===== src/rtl/axi_ddr3_traffic_gen.sv =====
// -----------------------------------------------------------------------------
// axi_ddr3_traffic_gen
// AXI4 traffic master and self-checker. Phase 1 writes NUM_TXNS INCR bursts of
// BURST_LEN beats filled from a 32-bit Galois LFSR (taps 32'h80200003, shift
// right, XOR when bit 0 is set). Phase 2 reads every burst back, regenerates
// the same pattern from SEED and counts mismatching / malformed beats.
//
// Ports
//   clock, reset            system clock, synchronous active-high reset
//   start_i                 run request, only looked at while idle
//   busy_o                  high from start acceptance until the done pulse
//   done_o                  one-cycle pulse at the end of a run
//   pass_o                  1 iff the last run finished with zero errors
//   err_count_o             saturating error count of the current/last run
//   err_addr_o              address of the first error seen in the run
//   axi_aw*/axi_w*/axi_b*   AXI4 write address, write data, write response
//   axi_ar*/axi_r*          AXI4 read address, read data
// -----------------------------------------------------------------------------
module axi_ddr3_traffic_gen #(
  parameter int unsigned WIDTH     = 32,
  parameter int unsigned ADDRS     = 27,
  parameter int unsigned IDS       = 4,
  parameter int unsigned BURST_LEN = 4,
  parameter int unsigned NUM_TXNS  = 8,
  parameter int unsigned BASE_ADDR = 0,
  parameter logic [31:0] SEED      = 32'h0000_0001
) (
  input  logic               clock,
  input  logic               reset,
  input  logic               start_i,
  output logic               busy_o,
  output logic               done_o,
  output logic               pass_o,
  output logic [15:0]        err_count_o,
  output logic [ADDRS-1:0]   err_addr_o,
  // write address channel
  output logic               axi_awvalid_o,
  input  logic               axi_awready_i,
  output logic [ADDRS-1:0]   axi_awaddr_o,
  output logic [IDS-1:0]     axi_awid_o,
  output logic [7:0]         axi_awlen_o,
  output logic [1:0]         axi_awburst_o,
  // write data channel
  output logic               axi_wvalid_o,
  input  logic               axi_wready_i,
  output logic               axi_wlast_o,
  output logic [WIDTH/8-1:0] axi_wstrb_o,
  output logic [WIDTH-1:0]   axi_wdata_o,
  // write response channel
  input  logic               axi_bvalid_i,
  output logic               axi_bready_o,
  input  logic [1:0]         axi_bresp_i,
  input  logic [IDS-1:0]     axi_bid_i,
  // read address channel
  output logic               axi_arvalid_o,
  input  logic               axi_arready_i,
  output logic [ADDRS-1:0]   axi_araddr_o,
  output logic [IDS-1:0]     axi_arid_o,
  output logic [7:0]         axi_arlen_o,
  output logic [1:0]         axi_arburst_o,
  // read data channel
  input  logic               axi_rvalid_i,
  output logic               axi_rready_o,
  input  logic               axi_rlast_i,
  input  logic [1:0]         axi_rresp_i,
  input  logic [IDS-1:0]     axi_rid_i,
  input  logic [WIDTH-1:0]   axi_rdata_i
);

  localparam int unsigned      WORDS       = WIDTH / 32;
  localparam logic [31:0]      TAPS        = 32'h8020_0003;
  localparam logic [ADDRS-1:0] BEAT_BYTES  = ADDRS'(WIDTH / 8);
  localparam logic [ADDRS-1:0] BURST_BYTES = ADDRS'(BURST_LEN * (WIDTH / 8));
  localparam logic [ADDRS-1:0] BASE_A      = ADDRS'(BASE_ADDR);
  localparam logic [8:0]       LAST_BEAT   = 9'(BURST_LEN - 1);
  localparam logic [15:0]      LAST_TXN    = 16'(NUM_TXNS - 1);
  localparam logic [7:0]       AXLEN       = 8'(BURST_LEN - 1);

  typedef enum logic [2:0] {
    S_IDLE, S_AW, S_W, S_B, S_RSEED, S_AR, S_R, S_DONE
  } state_t;

  // one Galois LFSR step
  function automatic logic [31:0] lfsr_step(input logic [31:0] x);
    return {1'b0, x[31:1]} ^ (x[0] ? TAPS : 32'h0000_0000);
  endfunction

  // error counter never wraps back to zero
  function automatic logic [15:0] sat_inc(input logic [15:0] c);
    return (c == 16'hFFFF) ? c : c + 16'h0001;
  endfunction

  state_t             state_q;
  logic [31:0]        lfsr_q;
  logic [15:0]        txn_q;
  logic [8:0]         beat_q;
  logic [ADDRS-1:0]   addr_q;
  logic               busy_q, done_q, pass_q;
  logic [15:0]        err_count_q;
  logic [ADDRS-1:0]   err_addr_q;
  logic               awvalid_q, wvalid_q, wlast_q, bready_q, arvalid_q, rready_q;
  logic [WIDTH-1:0]   wdata_q;

  logic [WIDTH-1:0]   pat_data_s;
  logic [31:0]        pat_next_d;
  logic [ADDRS-1:0]   beat_addr_s;
  logic               r_err_s;
  logic               b_err_s;

  // Expand the LFSR into one beat of pattern and the state after that beat
  always_comb begin
    logic [31:0] walk;
    walk       = lfsr_q;
    pat_data_s = '0;
    for (int i = 0; i < WORDS; i++) begin
      pat_data_s[32*i +: 32] = walk;
      walk = lfsr_step(walk);
    end
    pat_next_d = walk;
  end

  // Per-beat / per-response error detection and the current beat address
  always_comb begin
    beat_addr_s = addr_q + ADDRS'(beat_q) * BEAT_BYTES;
    r_err_s = (axi_rdata_i != pat_data_s) || (axi_rresp_i != 2'b00) ||
              (axi_rid_i != txn_q[IDS-1:0]) || (axi_rlast_i != (beat_q == LAST_BEAT));
    b_err_s = (axi_bresp_i != 2'b00) || (axi_bid_i != txn_q[IDS-1:0]);
  end

  // Run sequencer: address issue, data beats, response checks, result latch
  always_ff @(posedge clock) begin
    if (reset) begin
      state_q     <= S_IDLE;
      lfsr_q      <= SEED;
      txn_q       <= 16'h0000;
      beat_q      <= 9'h000;
      addr_q      <= BASE_A;
      busy_q      <= 1'b0;
      done_q      <= 1'b0;
      pass_q      <= 1'b0;
      err_count_q <= 16'h0000;
      err_addr_q  <= '0;
      awvalid_q   <= 1'b0;
      wvalid_q    <= 1'b0;
      wlast_q     <= 1'b0;
      wdata_q     <= '0;
      bready_q    <= 1'b0;
      arvalid_q   <= 1'b0;
      rready_q    <= 1'b0;
    end else begin
      case (state_q)
        S_IDLE: begin
          if (start_i) begin
            err_count_q <= 16'h0000;
            err_addr_q  <= '0;
            pass_q      <= 1'b0;
            lfsr_q      <= SEED;
            txn_q       <= 16'h0000;
            addr_q      <= BASE_A;
            busy_q      <= 1'b1;
            awvalid_q   <= 1'b1;
            state_q     <= S_AW;
          end
        end
        S_AW: begin
          if (axi_awready_i) begin
            // first beat is preloaded so W runs without a bubble
            awvalid_q <= 1'b0;
            wvalid_q  <= 1'b1;
            wdata_q   <= pat_data_s;
            lfsr_q    <= pat_next_d;
            beat_q    <= 9'h000;
            wlast_q   <= (LAST_BEAT == 9'h000);
            state_q   <= S_W;
          end
        end
        S_W: begin
          if (axi_wready_i) begin
            if (beat_q == LAST_BEAT) begin
              wvalid_q <= 1'b0;
              wlast_q  <= 1'b0;
              bready_q <= 1'b1;
              state_q  <= S_B;
            end else begin
              beat_q  <= beat_q + 9'h001;
              wdata_q <= pat_data_s;
              lfsr_q  <= pat_next_d;
              wlast_q <= ((beat_q + 9'h001) == LAST_BEAT);
            end
          end
        end
        S_B: begin
          if (axi_bvalid_i) begin
            bready_q <= 1'b0;
            if (b_err_s) begin
              err_count_q <= sat_inc(err_count_q);
              if (err_count_q == 16'h0000) begin
                err_addr_q <= addr_q;
              end
            end
            txn_q  <= txn_q + 16'h0001;
            addr_q <= addr_q + BURST_BYTES;
            if (txn_q == LAST_TXN) begin
              state_q <= S_RSEED;
            end else begin
              awvalid_q <= 1'b1;
              state_q   <= S_AW;
            end
          end
        end
        S_RSEED: begin
          lfsr_q    <= SEED;
          txn_q     <= 16'h0000;
          addr_q    <= BASE_A;
          arvalid_q <= 1'b1;
          state_q   <= S_AR;
        end
        S_AR: begin
          if (axi_arready_i) begin
            arvalid_q <= 1'b0;
            rready_q  <= 1'b1;
            beat_q    <= 9'h000;
            state_q   <= S_R;
          end
        end
        S_R: begin
          if (axi_rvalid_i) begin
            lfsr_q <= pat_next_d;
            if (r_err_s) begin
              err_count_q <= sat_inc(err_count_q);
              if (err_count_q == 16'h0000) begin
                err_addr_q <= beat_addr_s;
              end
            end
            if (beat_q == LAST_BEAT) begin
              rready_q <= 1'b0;
              txn_q    <= txn_q + 16'h0001;
              addr_q   <= addr_q + BURST_BYTES;
              if (txn_q == LAST_TXN) begin
                done_q  <= 1'b1;
                state_q <= S_DONE;
              end else begin
                arvalid_q <= 1'b1;
                state_q   <= S_AR;
              end
            end else begin
              beat_q <= beat_q + 9'h001;
            end
          end
        end
        S_DONE: begin
          done_q  <= 1'b0;
          busy_q  <= 1'b0;
          pass_q  <= (err_count_q == 16'h0000);
          state_q <= S_IDLE;
        end
        default: begin
          state_q <= S_IDLE;
        end
      endcase
    end
  end

  assign busy_o        = busy_q;
  assign done_o        = done_q;
  assign pass_o        = pass_q;
  assign err_count_o   = err_count_q;
  assign err_addr_o    = err_addr_q;
  assign axi_awvalid_o = awvalid_q;
  assign axi_awaddr_o  = addr_q;
  assign axi_awid_o    = txn_q[IDS-1:0];
  assign axi_awlen_o   = AXLEN;
  assign axi_awburst_o = 2'b01;
  assign axi_wvalid_o  = wvalid_q;
  assign axi_wlast_o   = wlast_q;
  assign axi_wstrb_o   = {(WIDTH/8){1'b1}};
  assign axi_wdata_o   = wdata_q;
  assign axi_bready_o  = bready_q;
  assign axi_arvalid_o = arvalid_q;
  assign axi_araddr_o  = addr_q;
  assign axi_arid_o    = txn_q[IDS-1:0];
  assign axi_arlen_o   = AXLEN;
  assign axi_arburst_o = 2'b01;
  assign axi_rready_o  = rready_q;

endmodule


===== config.mk =====
export PLATFORM = sky130hd
export DESIGN_NAME = axi_ddr3_traffic_gen
export DESIGN_NICKNAME = d
export VERILOG_FILES = /design/src/rtl/axi_ddr3_traffic_gen.sv
export SDC_FILE = /design/constraint.sdc
export NUM_CORES = 1
export LEC_CHECK = 0
export ABC_AREA = 0
export CAP_MARGIN = 20
export CORE_MARGIN = 3
export CORE_UTILIZATION = 35
export DETAILED_ROUTE_END_ITERATION = 8
export GPL_ROUTABILITY_DRIVEN = 0
export PLACE_DENSITY_LB_ADDON = 0.1
export SLEW_MARGIN = 20
export SYNTH_ARGS = -nofsm -noshare
export SYNTH_HDL_FRONTEND = slang
export SYNTH_SLANG_ARGS = --single-unit

===== constraint.sdc =====
create_clock -name clock -period 5.99 [get_ports clock]
set_input_delay 1.198 -clock clock [delete_from_list [all_inputs] [get_ports clock]]
set_output_delay 1.198 -clock clock [all_outputs]
set_load 0.005 [all_outputs]

-- Word level (Yosys, flattened, before mapping)
Cells that the tools add are included.
- register bits after elaboration: 171
- bits in latches: 0
- memory bits (writable): 0
- memory bits (read-only): 0
- input port bits: 53
- output and inout port bits: 170
- word-level logic and storage cells: 169
- memories: 0
- add/subtract/negate cells: 5
- multipliers: 0
- div/mod/pow operators: 0
- $lt $le $gt $ge: 0
- eq/ne operators: 31
- shifts and indexed selects: 0
- mux-type cells: 81
- bitwise logic cells: 1
- reduce and logical (&&, ||, !) cells: 34
- operators by type and width (kind ; number):
    $mux 32 ; 9
    $mux 27 ; 10
    $pmux 32 s5 ; 1
    $mux 16 ; 9
    $pmux 27 s4 ; 1
    $pmux 27 s3 ; 1
    $pmux 16 s4 ; 1
    $pmux 32 s2 ; 1
    $pmux 16 s3 ; 1
    $mux 9 ; 5
    $pmux 9 s4 ; 1
    $add 16x1->16 const B ; 2
    $ne 2x2->1 const B ; 16
    $ne 32x32->1 ; 1
    $xor 31x32->32 ; 1
    $add 27x11->27 ; 1
    $add 27x5->27 const B ; 1
    $mux 3 ; 9
    $pmux 3 s8 ; 1
    $mux 1 ; 21
    $reduce_and 4->1 ; 5
    $reduce_and 5->1 ; 4
    $eq 9x2->1 const B ; 2
    $eq 16x16->1 const B ; 1
    21 further kinds ; 47

-- Depth between registers and ports, before layout
Gate-level depths: netlist of run 1.
- depth after elaboration: 7
- gate-level depth with buffers: 10
- depth with buffers taken out: 7

-- Least setup slack after synthesis of run 1
No wires, ideal clock.
- path type: input -> register
- start: input port axi_rdata_i[28]
- end: register err_addr_q[16], in the netlist err_addr_o[16]
- setup time: 134 ps
- data arrival time: 2912 ps
- data required time: 5856 ps
- setup slack: 2944 ps
- cell stages on the path: 8
- buffers on the path: 2
- cells stage by stage: xnor2_1 nand4_2 or4_4 or4_4 buf_6 buf_6 a21oi_1 a211oi_1
- cells in the longest elaborated chain, start to end: 6
- RTL lines (item ; line ; text):
    from (decl) ; 67 ; input logic [WIDTH-1:0] axi_rdata_i
    $ne 32x32->1 ; 125 ; r_err_s = (axi_rdata_i != pat_data_s) || (axi_rresp_i != 2'b00) ||
    $logic_or 1x1->1 (2 in series) ; 125 ;
    $logic_or 1x1->1 ; 126 ; (axi_rid_i != txn_q[IDS-1:0]) || (axi_rlast_i != (beat_q == LAST_BEAT));
    $ne 2x2->1 (no source line) ; -- ;
    $reduce_and 8->1 (no source line) ; -- ;
    to (signal assigned) ; 198 ; err_addr_q <= addr_q;
    to (signal assigned) ; 232 ; err_addr_q <= beat_addr_s;
    to (decl) ; 100 ; logic [ADDRS-1:0] err_addr_q;
No other way between the ends.
A chain may end at the register's enable or synchronous reset.

-- Final worst setup path of run 1
- start: register state_q[2]
- end: register err_addr_q[25], in the netlist err_addr_o[25]
- cells in the longest elaborated chain, start to end: 3
- elaborated cells between the ends (all ways): 13
- those cells by class: eq/ne: 9; mux: 1; reduce/logical: 3
- RTL lines (item ; line ; text):
    from (decl) ; 93 ; state_t state_q;
    from (signal assigned) ; 133 ; state_q <= S_IDLE;
    from (signal assigned) ; 162 ; state_q <= S_AW;
    from (signal assigned) ; 174 ; state_q <= S_W;
    $eq 3x2->1 (tied with other cells) ; 151 ; case (state_q)
    $ne 2x2->1 (no source line) / $reduce_bool 3->1 (equally long branches) ; -- ;
    $reduce_and 8->1 (no source line) ; -- ;
Several ways; a longest one is shown, not always the timed one.

==> results.cfg, run 1 <==
[setup_path]
cp_slowest_cell = dfxtp_1
worstPathCellList = nand3b_1 > nand2_1 > a21o_1 > nor2_2 > a311oi_1
slowest_delay_ns = 0.86
start_kind = register
endpoint_kind = register
cp_top_family = simple AND/OR/NAND/NOR gates
path_max_fanout = 23
crit_type = register to register
crit_required_ns = 6.23
path_buf_inv = 0
crit_arrival_ns = 3.91

[drt]
drc = 0
finalWirelength_um = 27600
wire_per_inst_um = 17.9
route.vias.total = 8112
drtAntennaViolNets = 0
drt_iter0_markers = 507
vias_per_cell = 5.26
drt-pass1-iter-count = 5

[sta]
hold_viol = 0
fin_crit_sh = 0.612
fin_skew_ns = 0.0106
fmax_mhz = 273
drv_slew = 0
setup_tns_ns = 0
relSlewSlack = 0.264
rsz0062_at_grt = no
setup_violations = 0
worstMarginPinSlew_ns = 1.10
finalWorstSetupSlack_ns = 2.32
fin_crit_ns = 3.67

[clock_tree]
cts.clk_slew.worst_paths_ns = 0.07
hold_buffers = 0
cts_buffers = 17
cts_setup_buffers = 0
htree_levels = 4
cts_tree = yes
cts_sinks = 166
cts_root_buffer = clkbuf_16
ctsResizeCount = 0
clock_path_buffers = 2
insertion_delay_ns = 0.43

[placement]
place_ws_ns = 1.90
place_inst = 1511
port_buffers = 190
placed_area_sq_um = 10800
place_hpwl_um = 19700

[synth]
ys_warn_count = 0
synthCells = 1089
netlist_area_sq_um = 9150
synth_largest_area_cell = dfxtp_1
synth_edf_count = 0
yosysSeqAreaShare = 0.363
synth_top_area_share = 0.363
synth.ff_latch_count = 166
synthDistinctLibCells = 70
synthArstFlopShare = 0
ys.flop_type = dfxtp_1
synth_area_leaders = dfxtp_1 (36%), mux2i_1 (7.3%), nor2_1 (5.5%)
synthMostInstantiatedCell = dfxtp_1
synth_common_cells = dfxtp_1 (166), nor2_1 (134), nand2_1 (68)
syn_avg_cell_area_sq_um = 8.41

[final_layout]
design_area_sq_um = 11400
drive_gt1_frac = 0.0544
stdcell_count = 1543
syn_to_final_growth_pct = 25.1
antennaDiodeCount = 0
utilization = 0.449
fin_nets = 1266

[hold_path]
worst_hold_path_type = register to register

[global_route]
grt_overflow = 0
grt_usage = 0.194
grt_max_degree = 57
antenna_found_initial = 0
grt_pass1_vias = 7665
grt_pass1_wl_um = 44000

[pwr]
p_leak_uw = 0.00398
vdd_drop_max_uv = 203
p_per_area_nw_per_um2 = 308

[job]
drv_cap = 0

[die]
ioPinCount = 223
start_util = 0.359
row_count = 58
die_area_sq_um = 28100
coreArea_sq_um = 25500
chipHeight_um = 168
die_w_um = 168

[run_status]
status = finished clean
==> placed cells by master, fill, tap and decap left out, drive strengths merged, types with 5 or more instances in the layout <==
cell	netlist	layout
nand2b	5	5
nor4	24	24
nor2	135	135
ha	13	13
nand4	19	19
mux2i	67	67
a32o	11	11
nor3b	6	6
or4	6	6
o41ai	5	5
inv	16	22
a211oi	18	18
nand3	44	44
o21ai	31	31
conb	2	32
nand2	68	68
dfxtp	166	166
clkbuf	45	18
and2	6	6
nor3	40	40
o211ai	10	10
buf	92	10
xnor2	47	47
a21oi	60	60
a31oi	14	14
xor2	35	35
a311oi	6	6
nor4b	6	6
and3	11	11
or3	15	15
clkdlybuf4s50	0	189
==> routing by layer <==
layer	part of all wire	vias to the layer above	wire length, um	GRT usage
li1	-	4024	-	-
met5	0	-	0	0
met2	0.47	249	12900	0.315
met1	0.45	3822	12400	0.257
met4	0.010	0	282	0.0466
met3	0.072	17	1980	0.0529
==> cells by family (layout without fill, tap and decap cells) <==
logic type / count (synthesis) / in the layout / synth area share
muxes: 69 / 69 / 0.0757
DFF: 166 / 166 / 0.363
and+or+nand+nor: 406 / 406 / 0.222
other: 2 / 32 / 0.000820
AOI/OAI and AO/OA: 197 / 197 / 0.146
buffers and inverters: 154 / 248 / 0.0962
adders and majority gates: 13 / 13 / 0.0178
xor gates and xnor gates: 82 / 82 / 0.0793
==> worst paths after layout <==
check	startpoint	endpoint	slack, ns	depth (start not counted)
setup / recovery	state_q[2]	err_addr_o[25]	2.32	5
hold / removal	axi_wvalid_o	axi_wvalid_o	0.48	2
setup reg to reg	state_q[2]	err_addr_o[25]	2.32	5
hold reg to reg	axi_wvalid_o	axi_wvalid_o	0.48	2
==> state kept, by name (all words and copies together), names as in the netlist <==
signal	cells
axi_wvalid_o	1
axi_araddr_o	23
done_o	1
pass_o	1
axi_awvalid_o	1
axi_rready_o	1
err_count_o	16
busy_o	1
axi_arvalid_o	1
axi_wlast_o	1
axi_bready_o	1
err_addr_o	26
lfsr_q	32
beat_q	9
axi_wdata_o	32
state_q	3
txn_q	16
==> report_power, final <==
part           switching [uW]  internal [uW]
clock                     493            637
sequential               90.2           1200
combinational             631            476
==> stage by stage <==
stage	total power [uW]	hold slack, ns
6_report	3520	0.477
5_1_grt	3720	0.504
4_1_cts	3570	0.481
3_5_place_dp	2430	0.469
3_3_place_gp	2420	0.462
2_1_floorplan	2050	0.451
==> cell type report <==
cell class / instances / area, sq um
Fill cell: 2557 / 14000
Multi-Input combinational cell: 799 / 5080
Sequential cell: 166 / 3320
Timing Repair Buffer: 199 / 1970
Clock buffer: 18 / 439
Tap cell: 330 / 413
Clock inverter: 14 / 164
Inverter: 17 / 63.8
==> worst min-delay path, cell delays in order, from the launching register on <==
cell and delay [ns]:
dfxtp_1 0.33, nand2_1 0.06, a21oi_1 0.05
(Power assumes the default switching activity.)
==> run 2, diff against run 1 <==
clock period = 3.15 ns   (was 5.99 ns; I/O delays follow)
==> run 2 against run 1 <==
Against the previous run: routed wire length up 1.8%; final area increased by 4.5%; combinational power rose by 120%; die area stayed put; highest routed layer is now met5; largest power group is now combinational cells.
==> results.cfg, run 2 (same netlist as run 1, synthesis figures left out) <==
[run_status]
status = finished clean

[setup_path]
worstPathCellList = clkdlybuf4s50_1 > xnor2_1 > nand4_1 > or4_4 > buf_4 > nor4_4 > buf_4 > nor2_1 > a32o_1
reg2reg_slack_ns = 0.37
r2r_start = beat_q[2]
critPathMostFrequentCell = buf_4
crit_type = primary input to register
start_kind = primary input
crit_arrival_ns = 3.11
slowest_delay_ns = 0.56
rr_worst_depth = 8
cp_slowest_cell = or4_4
r2r_end = err_addr_o[22]
crit_required_ns = 3.48
path_max_fanout = 11
endpoint_kind = register

[die]
coreArea_sq_um = 25500
start_util = 0.359
ioPinCount = 223
die_area_sq_um = 28100
chipHeight_um = 168
row_count = 58
die_w_um = 168

[drt]
finalWirelength_um = 28100
wire_per_inst_um = 17.5
drc = 0
drt_iter0_markers = 519
drt-pass1-iter-count = 7
vias_per_cell = 5.21
route.vias.total = 8370
drtAntennaViolNets = 0

[clock_tree]
cts_setup_buffers = 0
cts_buffers = 17
cts.clk_slew.worst_paths_ns = 0.07
htree_levels = 4
insertion_delay_ns = 0.44
cts_tree = yes
cts_root_buffer = clkbuf_16
cts_sinks = 166
clock_path_buffers = 2

[pwr]
power.internal_uw = 4530
vdd_drop_max_uv = 481
seq_power_share = 0.349
power.total_uw = 6970
p_clk_frac = 0.300
switching_share = 0.351
power.share.combinational = 0.351
p_leak_uw = 0.00431
switchingPower_uw = 2440
p_per_area_nw_per_um2 = 583

[sta]
rsz0062_at_grt = no
fin_crit_ns = 2.78
worstMarginPinSlew_ns = 0.762
fmax_mhz = 359
setup_violations = 0
relSlewSlack = 0.490
timing.hold.ws_ns = 0.468
fin_skew_ns = 0.0193
drv_slew = 0
hold_viol = 0
fin_crit_sh = 0.884

[final_layout]
fin_nets = 1330
final_cell_mix = clkdlybuf4s50_1 (189), dfxtp_1 (166), nor2_1 (134), buf_4 (71), nand2_1 (68)
syn_to_final_growth_pct = 30.7
utilization = 0.470
stdcell_count = 1607
drive_gt1_frac = 0.101
nFillCells = 2479
antennaDiodeCount = 0
layout.cells.most_common = clkdlybuf4s50_1
design_area_sq_um = 12000

[global_route]
grt_pass1_wl_um = 44900
antenna_found_initial = 1
use_met3 = 0.0503
grt_overflow = 0
use_met2 = 0.328
busiest_layer = met2
grt_usage = 0.197
grt_max_degree = 51
grt_use_met1 = 0.256
grt_pass1_vias = 7971

[placement]
placed_area_sq_um = 11400
place_hpwl_um = 21000
place_inst = 1575
port_buffers = 190

[job]
drv_cap = 0

[hold_path]
holdPathEnd = err_addr_o[13]
worst_hold_path_type = register to register
hold_start = err_addr_o[13]
holdPathStages = 2
[run 2: cell types whose count changed in the layout (fill, tap and decap cells not counted), sizes merged]
cell      before  now
bufinv         2    0
buf           10   74
clkinv         4    6
clkinvlp       3    1
inv           22   24
[run 2: worst max path at each step]
| stage | startpoint | end | slack, ns | cells after the start |
|---|---|---|---|---|
| floorplan | axi_rdata_i[28] | err_addr_o[16] | 0.67 | 8 |
| global placement | axi_rid_i[0] | err_addr_o[3] | -0.11 | 9 |
| detailed placement | axi_rid_i[0] | err_addr_o[2] | -0.15 | 9 |
| CTS | beat_q[1] | err_addr_o[8] | 0.19 | 8 |
| global route | axi_rid_i[0] | err_count_o[13] | 0.17 | 9 |
| finish | axi_rid_i[0] | err_count_o[13] | 0.37 | 9 |
[run 2: area by class of cell]
class,count,area (sq um),share of cell area
tap,330,413,0.0345
inverter,17,63.8,0.00534
sequential,166,3320,0.278
clock inverter,14,156,0.0131
timing repair buffer,263,2480,0.208
clock buffer,18,439,0.0367
multi-input combinational,799,5080,0.425
[run 2: through the flow]
step | setup WS [ns] | setup TNS, ns
after global routing | 0.175 | 0
after detailed placement | -0.153 | -3.72
after global placement | -0.110 | -1.89
after floorplan | 0.672 | 0
final | 0.366 | 0
after CTS | 0.193 | 0
[run 2: worst max-delay path, delay by kind of cell]
family                 cells  cell delay (ns)
XOR/XNOR                   1             0.27
AND/OR/NAND/NOR            4             1.12
AO/OA/AOI/OAI              1             0.29
buffers and inverters      3             0.79
[run 2: routing by layer]
metal / vias to the layer above / routed length, um
li1: 4154 / -
met2: 261 / 13100
met1: 3926 / 12700
met5: - / 7
met3: 27 / 1860
met4: 2 / 418
[run 2: power by group through the flow]
stage               clock (uW)  combinational (uW)  sequential, uW
floorplan                    0                1460            2430
global placement             0                2430            2490
detailed placement           0                2450            2480
CTS                       2150                2460            2440
global route              2230                2660            2460
finish                    2090                2440            2430
[run 2: repair_timing]
item                                    CTS  global route
endpoints found under the setup margin    0             4
hold buffers                              0             0
resized for setup                         0             1
==> run 3, diff against run 2 <==
SLEW_MARGIN = 40   (was 20)
clock period = 2.6 ns   (was 3.15 ns; I/O delays follow)
==> run 3 against run 2 <==
Against the previous run: hold slack barely moved; sequential power increased by 21%; routed wire length increased by 2.7%; largest cell class unchanged; global-route usage is 0.39 points higher; sequential cell count is the same; sequential share of layout area fell by 1.3 points; critical path depth fell by 1; clock skew is 0.0054 ns lower; highest routed layer unchanged; largest power group unchanged.
==> results.cfg, run 3 (same netlist as run 1, synthesis figures left out) <==
[run_status]
status = finished clean

[final_layout]
utilization = 0.494
design_area_sq_um = 12600
layout.cells.most_common = clkdlybuf4s50_1
fin_nets = 1366
nFillCells = 2469
syn_to_final_growth_pct = 37.4
drive_gt1_frac = 0.155
final_cell_mix = clkdlybuf4s50_1 (178), dfxtp_1 (162), nor2_1 (133), buf_4 (99)

[sta]
rsz0062_at_grt = yes
setup_tns_ns = 0
finalWorstSetupSlack_ns = 0.0686
fin_crit_sh = 0.974
worstMarginPinSlew_ns = 0.635
fin_crit_ns = 2.53
drv_slew = 0
hold_viol = 0
fmax_mhz = 395
timing.hold.ws_ns = 0.468
relSlewSlack = 0.575
setup_violations = 0
fin_skew_ns = 0.0139

[drt]
drt_iter0_markers = 483
route.vias.total = 8527
wl_met3_um = 1760
drc = 0
met1Wirelength_um = 12800
wire_per_inst_um = 17.6
drtAntennaViolNets = 0
drt-pass1-iter-count = 4
vias_per_cell = 5.19
finalWirelength_um = 28800
topRoutingLayerUsed = met5
routed-wl-met2_um = 13800

[die]
die_area_sq_um = 28100
die_w_um = 168
row_count = 58
ioPinCount = 223
chipHeight_um = 168
start_util = 0.359
coreArea_sq_um = 25500

[hold_path]
worst_hold_path_type = primary input to register
hold_start = reset

[pwr]
vdd_drop_max_uv = 608
p_leak_uw = 0.00466
p_per_area_nw_per_um2 = 711

[setup_path]
endpoint_kind = register
crit_arrival_ns = 2.81
cp_slowest_cell = or4_4
slowest_delay_ns = 0.60
worstPathCellList = or3_4 > or3b_4 > xnor2_2 > or4_4 > buf_12 > buf_12 > a21oi_4 > a211oi_1
path_buf_inv = 2
r2r_start = beat_q[8]
worstSetupStartpoint = beat_q[8]
cp_top_family = simple AND/OR/NAND/NOR gates
path_max_fanout = 8
crit_type = register to register
critPathMostFrequentCell = buf_12
start_kind = register
reg2reg_slack_ns = 0.07
crit_required_ns = 2.88

[global_route]
antenna_found_initial = 2
grt_pass1_wl_um = 45800
grt_overflow = 0
grt_max_degree = 50
grt_pass1_vias = 8256
grt_usage = 0.201

[clock_tree]
htree_levels = 4
cts_tree = yes
hold_buffers = 0
cts_root_buffer = clkbuf_16
cts.clk_slew.worst_paths_ns = 0.07
clock_path_buffers = 2
insertion_delay_ns = 0.43
cts_sinks = 166
cts_buffers = 17

[placement]
place_ws_ns = -0.505
place_hpwl_um = 21200
placed_area_sq_um = 11700
port_buffers = 190

[job]
drv_cap = 0
run 3: changes by cell type in the layout (fill, tap and decap cells not counted), moves of 4 or more:
| cell | delta |
|---|---|
| buf_4 | +28 |
| a21oi_1 | -13 |
| clkdlybuf4s50_1 | -11 |
| a21oi_2 | +10 |
| buf_12 | +6 |
| dlymetal6s2s_1 | +6 |
| dlygate4sd2_1 | +5 |
| dfxtp_1 | -4 |
| dfxtp_2 | +4 |
run 3: per-stage QoR:
| stage | std cells | power, uW |
|---|---|---|
| after floorplan | 1119 | 4720 |
| after global placement | 1609 | 6100 |
| after detailed placement | 1609 | 6130 |
| after CTS | 1641 | 8910 |
| after global routing | 1643 | 9400 |
| final | 1643 | 8950 |
run 3: path summary, 6_finish.rpt:
path | end | depth (start not counted)
setup / recovery | err_addr_o[16] | 8
hold / removal | err_count_o[14] | 2
setup reg to reg | err_addr_o[16] | 8
hold reg to reg | axi_rready_o | 1
run 3: cell type report:
class,instances,area [sq um],share of cell area
sequential,166,3330,0.265
clock inverter,14,190,0.0151
timing repair buffer,299,2870,0.228
multi-input combinational,799,5280,0.420
tap,330,413,0.0328
antenna,1,2.50,0.000199
clock buffer,17,425,0.0338
inverter,17,63.8,0.00508
run 3: timing repair:
item / 4_1_cts / 5_1_grt
setup buffers: 1 / 1
pin swaps: 9 / 11
gates resized for setup: 18 / 39
gates cloned: 1 / 0
setup endpoints to repair: 26 / 58
run 3: report_power, final:
group	switching, uW	total (uW)	internal [uW]
Sequential	194	2950	2760
Combinational	1690	3300	1600
Clock	1150	2690	1540
Total	3040	8950	5900
run 3: layer usage:
| layer | vias to the layer above | track usage |
|---|---|---|
| met5 | - | 0 |
| met4 | 2 | 0.0548 |
| met3 | 28 | 0.0493 |
| met2 | 254 | 0.338 |
| met1 | 4011 | 0.258 |
| li1 | 4232 | - |
